<file path="src/rtl/ibex_rf_wb_pkg.sv">
// ibex_rf_wb_pkg
//   Shared types and constants for the register-file writeback arbiter.
//   wb_src_e    : which requester owns the write port this cycle
//   RF_ADDR_W   : width of all register address ports
//   STALL_CNT_W : width of the EX stall counter
//   rf_eff_addr : drops the address MSB when only 16 registers exist
package ibex_rf_wb_pkg;

  typedef enum logic [1:0] {
    WB_SRC_NONE,
    WB_SRC_EX,
    WB_SRC_LSU
  } wb_src_e;

  localparam int unsigned RF_ADDR_W   = 5;
  localparam int unsigned STALL_CNT_W = 16;

  function automatic logic [RF_ADDR_W-1:0] rf_eff_addr(input logic [RF_ADDR_W-1:0] addr,
                                                       input bit                    rv32e);
    rf_eff_addr = addr;
    if (rv32e) rf_eff_addr[RF_ADDR_W-1] = 1'b0;
  endfunction

endpackage

</file>
<file path="src/rtl/ibex_rf_wb_scoreboard.sv">
// ibex_rf_wb_scoreboard
//   Pending-write scoreboard with read-operand hazard lookup.
//   Ports:
//     i_clk, i_rst              : clock, synchronous active-high reset
//     i_set_valid/i_set_addr    : issued instruction will write i_set_addr
//     i_clr_valid/i_clr_addr    : write to i_clr_addr accepted this cycle
//     i_out_we/i_out_waddr      : write currently sitting in the RF output stage
//     i_raddr_a/i_raddr_b       : operand read addresses
//     o_hazard_a/o_hazard_b     : operand not yet readable from the RF
//   All addresses arrive already reduced to the effective width.
module ibex_rf_wb_scoreboard
  import ibex_rf_wb_pkg::*;
#(
  parameter int unsigned RV32E = 0
) (
  input  logic                 i_clk,
  input  logic                 i_rst,
  input  logic                 i_set_valid,
  input  logic [RF_ADDR_W-1:0] i_set_addr,
  input  logic                 i_clr_valid,
  input  logic [RF_ADDR_W-1:0] i_clr_addr,
  input  logic                 i_out_we,
  input  logic [RF_ADDR_W-1:0] i_out_waddr,
  input  logic [RF_ADDR_W-1:0] i_raddr_a,
  input  logic [RF_ADDR_W-1:0] i_raddr_b,
  output logic                 o_hazard_a,
  output logic                 o_hazard_b
);

  localparam int unsigned ADDR_W = (RV32E != 0) ? 4 : 5;
  localparam int unsigned NREG   = 1 << ADDR_W;

  logic [NREG-1:0]   r_pending;
  logic [NREG-1:0]   w_pending_nxt;
  logic [ADDR_W-1:0] w_set_idx;
  logic [ADDR_W-1:0] w_clr_idx;
  logic [ADDR_W-1:0] w_rd_a_idx;
  logic [ADDR_W-1:0] w_rd_b_idx;
  logic              w_hit_a;
  logic              w_hit_b;

  assign w_set_idx  = i_set_addr[ADDR_W-1:0];
  assign w_clr_idx  = i_clr_addr[ADDR_W-1:0];
  assign w_rd_a_idx = i_raddr_a[ADDR_W-1:0];
  assign w_rd_b_idx = i_raddr_b[ADDR_W-1:0];

  // Clear is applied before set so that a same-cycle issue to the same
  // register leaves the entry pending.
  always_comb begin
    w_pending_nxt = r_pending;
    if (i_clr_valid) w_pending_nxt[w_clr_idx] = 1'b0;
    if (i_set_valid) w_pending_nxt[w_set_idx] = 1'b1;
    w_pending_nxt[0] = 1'b0;
  end

  always_ff @(posedge i_clk) begin
    if (i_rst) r_pending <= '0;
    else       r_pending <= w_pending_nxt;
  end

  // The RF latches the output-stage write one edge later, so that stage
  // still counts as not readable.
  assign w_hit_a    = i_out_we && (i_out_waddr == i_raddr_a);
  assign w_hit_b    = i_out_we && (i_out_waddr == i_raddr_b);
  assign o_hazard_a = (i_raddr_a != '0) && (r_pending[w_rd_a_idx] || w_hit_a);
  assign o_hazard_b = (i_raddr_b != '0) && (r_pending[w_rd_b_idx] || w_hit_b);

endmodule

</file>
<file path="src/rtl/ibex_rf_wb_arbiter.sv">
// ibex_rf_wb_arbiter
//   Arbitrates EX and LSU writebacks onto one registered RF write port
//   (LSU has fixed priority), tracks pending writes for operand hazards
//   and optionally counts EX stall cycles.
//   Ports:
//     clk_i, rst_i                          : clock, synchronous active-high reset
//     ex_valid_i/ex_waddr_i/ex_wdata_i      : EX writeback request, ex_ready_o accept
//     lsu_valid_i/lsu_waddr_i/lsu_wdata_i   : load writeback request, lsu_ready_o accept
//     issue_valid_i/issue_waddr_i           : issued instruction destination
//     rf_we_o/rf_waddr_o/rf_wdata_o         : registered RF write port
//     raddr_a_i/raddr_b_i, hazard_a_o/b_o   : operand hazard lookup
//     stall_cnt_o                           : saturating EX stall cycle count
//   Configuration macro IBEX_RF_WB_STALL_CNT_EN: enables the stall counter;
//   when undefined stall_cnt_o is tied to zero.
module ibex_rf_wb_arbiter
  import ibex_rf_wb_pkg::*;
#(
  parameter int unsigned RV32E     = 0,
  parameter int unsigned DataWidth = 32
) (
  input  logic                   clk_i,
  input  logic                   rst_i,
  input  logic                   ex_valid_i,
  input  logic [RF_ADDR_W-1:0]   ex_waddr_i,
  input  logic [DataWidth-1:0]   ex_wdata_i,
  output logic                   ex_ready_o,
  input  logic                   lsu_valid_i,
  input  logic [RF_ADDR_W-1:0]   lsu_waddr_i,
  input  logic [DataWidth-1:0]   lsu_wdata_i,
  output logic                   lsu_ready_o,
  input  logic                   issue_valid_i,
  input  logic [RF_ADDR_W-1:0]   issue_waddr_i,
  output logic                   rf_we_o,
  output logic [RF_ADDR_W-1:0]   rf_waddr_o,
  output logic [DataWidth-1:0]   rf_wdata_o,
  input  logic [RF_ADDR_W-1:0]   raddr_a_i,
  input  logic [RF_ADDR_W-1:0]   raddr_b_i,
  output logic                   hazard_a_o,
  output logic                   hazard_b_o,
  output logic [STALL_CNT_W-1:0] stall_cnt_o
);

  localparam bit IS_E = (RV32E != 0);

  wb_src_e              w_src;
  logic [RF_ADDR_W-1:0] w_waddr;
  logic [DataWidth-1:0] w_wdata;
  logic                 w_accept;
  logic                 w_ex_ready;
  logic                 r_we;
  logic [RF_ADDR_W-1:0] r_waddr;
  logic [DataWidth-1:0] r_wdata;

  assign lsu_ready_o = !rst_i;
  assign w_ex_ready  = !rst_i && !lsu_valid_i;
  assign ex_ready_o  = w_ex_ready;

  always_comb begin
    w_src   = WB_SRC_NONE;
    w_waddr = '0;
    w_wdata = '0;
    if (!rst_i) begin
      if (lsu_valid_i) begin
        w_src   = WB_SRC_LSU;
        w_waddr = rf_eff_addr(lsu_waddr_i, IS_E);
        w_wdata = lsu_wdata_i;
      end else if (ex_valid_i) begin
        w_src   = WB_SRC_EX;
        w_waddr = rf_eff_addr(ex_waddr_i, IS_E);
        w_wdata = ex_wdata_i;
      end
    end
  end

  assign w_accept = (w_src != WB_SRC_NONE);

  always_ff @(posedge clk_i) begin
    if (rst_i) begin
      r_we    <= 1'b0;
      r_waddr <= '0;
      r_wdata <= '0;
    end else if (w_accept) begin
      r_we    <= (w_waddr != '0);
      r_waddr <= w_waddr;
      r_wdata <= w_wdata;
    end else begin
      r_we    <= 1'b0;
    end
  end

  // Reset also kills a write already in the output stage.
  assign rf_we_o    = r_we && !rst_i;
  assign rf_waddr_o = r_waddr;
  assign rf_wdata_o = r_wdata;

  ibex_rf_wb_scoreboard #(
    .RV32E (RV32E)
  ) u_scoreboard (
    .i_clk       (clk_i),
    .i_rst       (rst_i),
    .i_set_valid (issue_valid_i),
    .i_set_addr  (rf_eff_addr(issue_waddr_i, IS_E)),
    .i_clr_valid (w_accept),
    .i_clr_addr  (w_waddr),
    .i_out_we    (rf_we_o),
    .i_out_waddr (r_waddr),
    .i_raddr_a   (rf_eff_addr(raddr_a_i, IS_E)),
    .i_raddr_b   (rf_eff_addr(raddr_b_i, IS_E)),
    .o_hazard_a  (hazard_a_o),
    .o_hazard_b  (hazard_b_o)
  );

`ifdef IBEX_RF_WB_STALL_CNT_EN
  logic [STALL_CNT_W-1:0] r_stall_cnt;

  always_ff @(posedge clk_i) begin
    if (rst_i) begin
      r_stall_cnt <= '0;
    end else if (ex_valid_i && !w_ex_ready && (r_stall_cnt != '1)) begin
      r_stall_cnt <= r_stall_cnt + 1'b1;
    end
  end

  assign stall_cnt_o = r_stall_cnt;
`else
  assign stall_cnt_o = '0;
`endif

endmodule

</file>
<file path="config.mk">
export PLATFORM = sky130hd
export DESIGN_NAME = ibex_rf_wb_arbiter
export DESIGN_NICKNAME = d
export VERILOG_FILES = /design/src/rtl/ibex_rf_wb_pkg.sv /design/src/rtl/ibex_rf_wb_scoreboard.sv /design/src/rtl/ibex_rf_wb_arbiter.sv
export SDC_FILE = /design/constraint.sdc
export NUM_CORES = 1
export LEC_CHECK = 0
export ABC_CLOCK_PERIOD_IN_PS = 2740
export BUFFER_PORTS_ARGS = -buffer_cell sky130_fd_sc_hd__buf_2
export CORE_MARGIN = 3
export CORE_UTILIZATION = 53
export CTS_CLUSTER_SIZE = 30
export DETAILED_ROUTE_END_ITERATION = 8
export PLACE_DENSITY = 0.92
export SKIP_LAST_GASP = 1
export SYNTH_ARGS = -nofsm -noshare
export SYNTH_HDL_FRONTEND = slang
export SYNTH_SLANG_ARGS = --single-unit
</file>
<file path="constraint.sdc">
create_clock -name clk_i -period 2.74 [get_ports clk_i]
set_input_delay 0.274 -clock clk_i [delete_from_list [all_inputs] [get_ports clk_i]]
set_output_delay 0.274 -clock clk_i [all_outputs]
set_load 0.05 [all_outputs]
</file>
==> results.py <==
metrics = {
    "synth": {
        "syn_area_sq_mm": 0.00394,
        "synthAdderAreaFrac": 0,
        "yosys.area_share.simple": 0.179,
        "synth_compound_area_frac": 0.203,
        "muxShareOfSynthArea": 0.165,
        "avgSynthCellArea_sq_um": 8.19,
        "yosys-top-cells-count": "nor2_1, dfxtp_1, a21oi_1, nand2_1, mux2i_1",
        "ys_types": 47,
        "ys_warn_count": 0,
        "yosysTopAreaCellShare": 0.351,
        "ys_seq_area_frac": 0.351,
        "synth_top_family_by_area": "compound AO/OA/AOI/OAI gates",
        "synth-edff-count": 0,
        "synthArstFlopShare": 0,
        "ys_ff_latch": 69,
        "yosysMostFrequentCell": "nor2_1",
        "synth.area.top_cells": "dfxtp_1, mux2i_1, a21oi_1",
        "dominantRegCellSynth": "dfxtp_1",
        "synth-xor-area-share": 0.0178,
        "synth_cells": 481,
        "yosys.area.top_type": "dfxtp_1",
    },
    "floorplanning": {
        "rows": 30,
        "ios": 152,
        "dieArea_sq_mm": 0.00850,
        "die_h_microns": 92.2,
        "die_width_microns": 92.2,
        "core_area_sq_mm": 0.00698,
        "start_util": 0.564,
    },
    "routing": {
        "wl_per_cell_microns": 16.7,
        "firstDrtPassIters": 7,
        "num_vias": 4033,
        "wirelength_microns": 11500,
        "drc": 0,
        "postRouteAntennaNets": 0,
        "first_iter_violations": 420,
        "vias_per_cell": 5.84,
    },
    "clock_network": {
        "cts-buffers-inserted": 9,
        "post_cts_buffers": 0,
        "cts_resized": 0,
        "clkTransAtPathRegs_ns": 0.07,
        "clock_latency_ns": 0.34,
        "cts.path.max_buffers": 2,
        "cts_hold_buffers": 0,
        "cts_tree": "yes",
        "cts_root_buf": "clkbuf_8",
        "numClockSinks": 69,
        "htree_levels": 3,
    },
    "sta": {
        "setup_ws_ns": 0.259,
        "period_minus_slack_ns": 2.48,
        "fmax_mhz": 403,
        "slew_violations": 0,
        "setup_viol_count_final": 0,
        "finalSetupTns_ns": 0,
        "worst_pin_slew_ns": 0.959,
        "grt_setup_unrepaired": "false",
        "slew_headroom": 0.359,
        "finalCritPeriodShare": 0.906,
        "holdWs_ns": 0.161,
        "hold_violations": 0,
        "fin_skew_ns": 0,
    },
    "worst_setup_path": {
        "worst_ep_required_time_ns": 2.47,
        "critPathKind": "reg -> out",
        "cp-start-kind": "flip-flop",
        "reg2regPathDepth": 2,
        "path_delay_family": "multiplexers",
        "arrival_ns": 2.21,
        "cp_cell_sequence": "mux4_2 > mux2_2 > a2111oi_0 > nor2_1 > buf_2",
        "cp.depth": 5,
        "slowest_stage": "a2111oi_0",
        "critPathMaxStageDelay_ns": 0.49,
        "crit_path_end_kind": "output pin",
        "cp_max_fo": 3,
        "path_buf_inv": 1,
    },
    "placed_design": {
        "hpwl_microns": 8600,
        "placed_area_sq_mm": 0.00453,
        "dpl_worst_slack_ns": 0.360,
        "portBuffers": 135,
        "place_congestion": 0.932,
    },
    "min_path": {
        "hold_path_depth": 3,
        "hp-class": "in -> reg",
    },
    "power": {
        "p_total_mw": 2.56,
        "p_per_area_mw_per_mm2": 540,
        "ir_drop_v": 0.000311,
        "leakage_nw": 2.10,
    },
    "layout": {
        "fin_area_sq_mm": 0.00474,
        "syn_to_final_growth_pct": 20.3,
        "drive_above_1_share": 0.284,
        "nets": 686,
        "fill_cells": 550,
        "antenna_cells": 0,
    },
    "flow_run": {
        "drv_cap": 0,
    },
    "global_routing": {
        "antenna_found_initial": 0,
        "grt_pass1_wl_microns": 17900,
        "grt_use_total": 0.263,
        "grt_max_degree": 64,
        "grt_overflow": 0,
        "grt_pass1_vias": 3729,
    },
    "run_status": {
        "status": "complete, no violations",
    },
}
path summary, 6_finish.rpt:
path	from	end	slack, ns
min reg2reg	u_scoreboard.r_pending[26]$_SDFF_PP0_	u_scoreboard.r_pending[26]$_SDFF_PP0_	0.50
max reg2reg	rf_waddr_o[1]$_SDFFE_PP0N_	rf_waddr_o[1]$_SDFFE_PP0N_	1.86
max	u_scoreboard.r_pending[15]$_SDFF_PP0_	hazard_a_o	0.26
min	lsu_wdata_i[24]	rf_wdata_o[24]$_SDFFE_PP0N_	0.16
worst register-to-register path, stage by stage, from the launching register on:
cell      delay (ns)
dfxtp_1         0.43
a21oi_1         0.10
a211oi_1        0.26
kinds of logic after synthesis:
logic type	after synthesis
and+or+nand+nor	159
AOI/OAI and AO/OA	130
DFF	69
buffers and inverters	63
muxes	51
xor gates and xnor gates	8
other	1
metrics by stage:
step	cells	util
after CTS	691	0.679
after floorplan	496	-
after global placement	677	0.649
after detailed placement	677	0.649
after global routing	691	0.679
final	691	0.679
power breakdown:
part           leakage, nW  internal [mW]  switching (mW)
registers            0.565           1.05          0.0284
clock network        0.108          0.527           0.368
logic                 1.42          0.178           0.411
registers in the layout, indices dropped and copies added (netlist names):
register and count:
r_we 1, rf_waddr_o 5, u_scoreboard.r_pending 31, rf_wdata_o 32
cell usage in the layout, fill, tap and decap left out, drive strengths merged, types with 6 or more instances in the layout:
cell type / Yosys / final
a2111oi: 6 / 6
dfxtp: 69 / 69
nor2: 73 / 73
mux4: 11 / 11
xnor2: 7 / 7
nor2b: 6 / 6
mux2i: 38 / 38
inv: 8 / 8
nand3: 8 / 8
o41ai: 16 / 16
conb: 1 / 16
a21oi: 63 / 63
clkbuf: 20 / 10
o21ai: 23 / 23
buf: 35 / 140
nand2: 46 / 46
o211ai: 6 / 6
layout make-up:
class                      count  area, sq um  area share
inverter                       8         30.0     0.00634
clock buffer                  10          138      0.0290
multi-input combinational    364         2280       0.482
sequential                    69         1380       0.291
tap                           96          120      0.0253
timing repair buffer         140          713       0.150
clock inverter                 4         73.8      0.0156
metal layers:
metal / up-vias / routed length (microns) / GRT usage
met5: - / 0 / 0
met4: 0 / 347 / 0.113
met3: 31 / 998 / 0.0500
met2: 230 / 5670 / 0.438
met1: 1862 / 4490 / 0.332
li1: 1910 / - / -
Power figures use the tool's default switching activity.
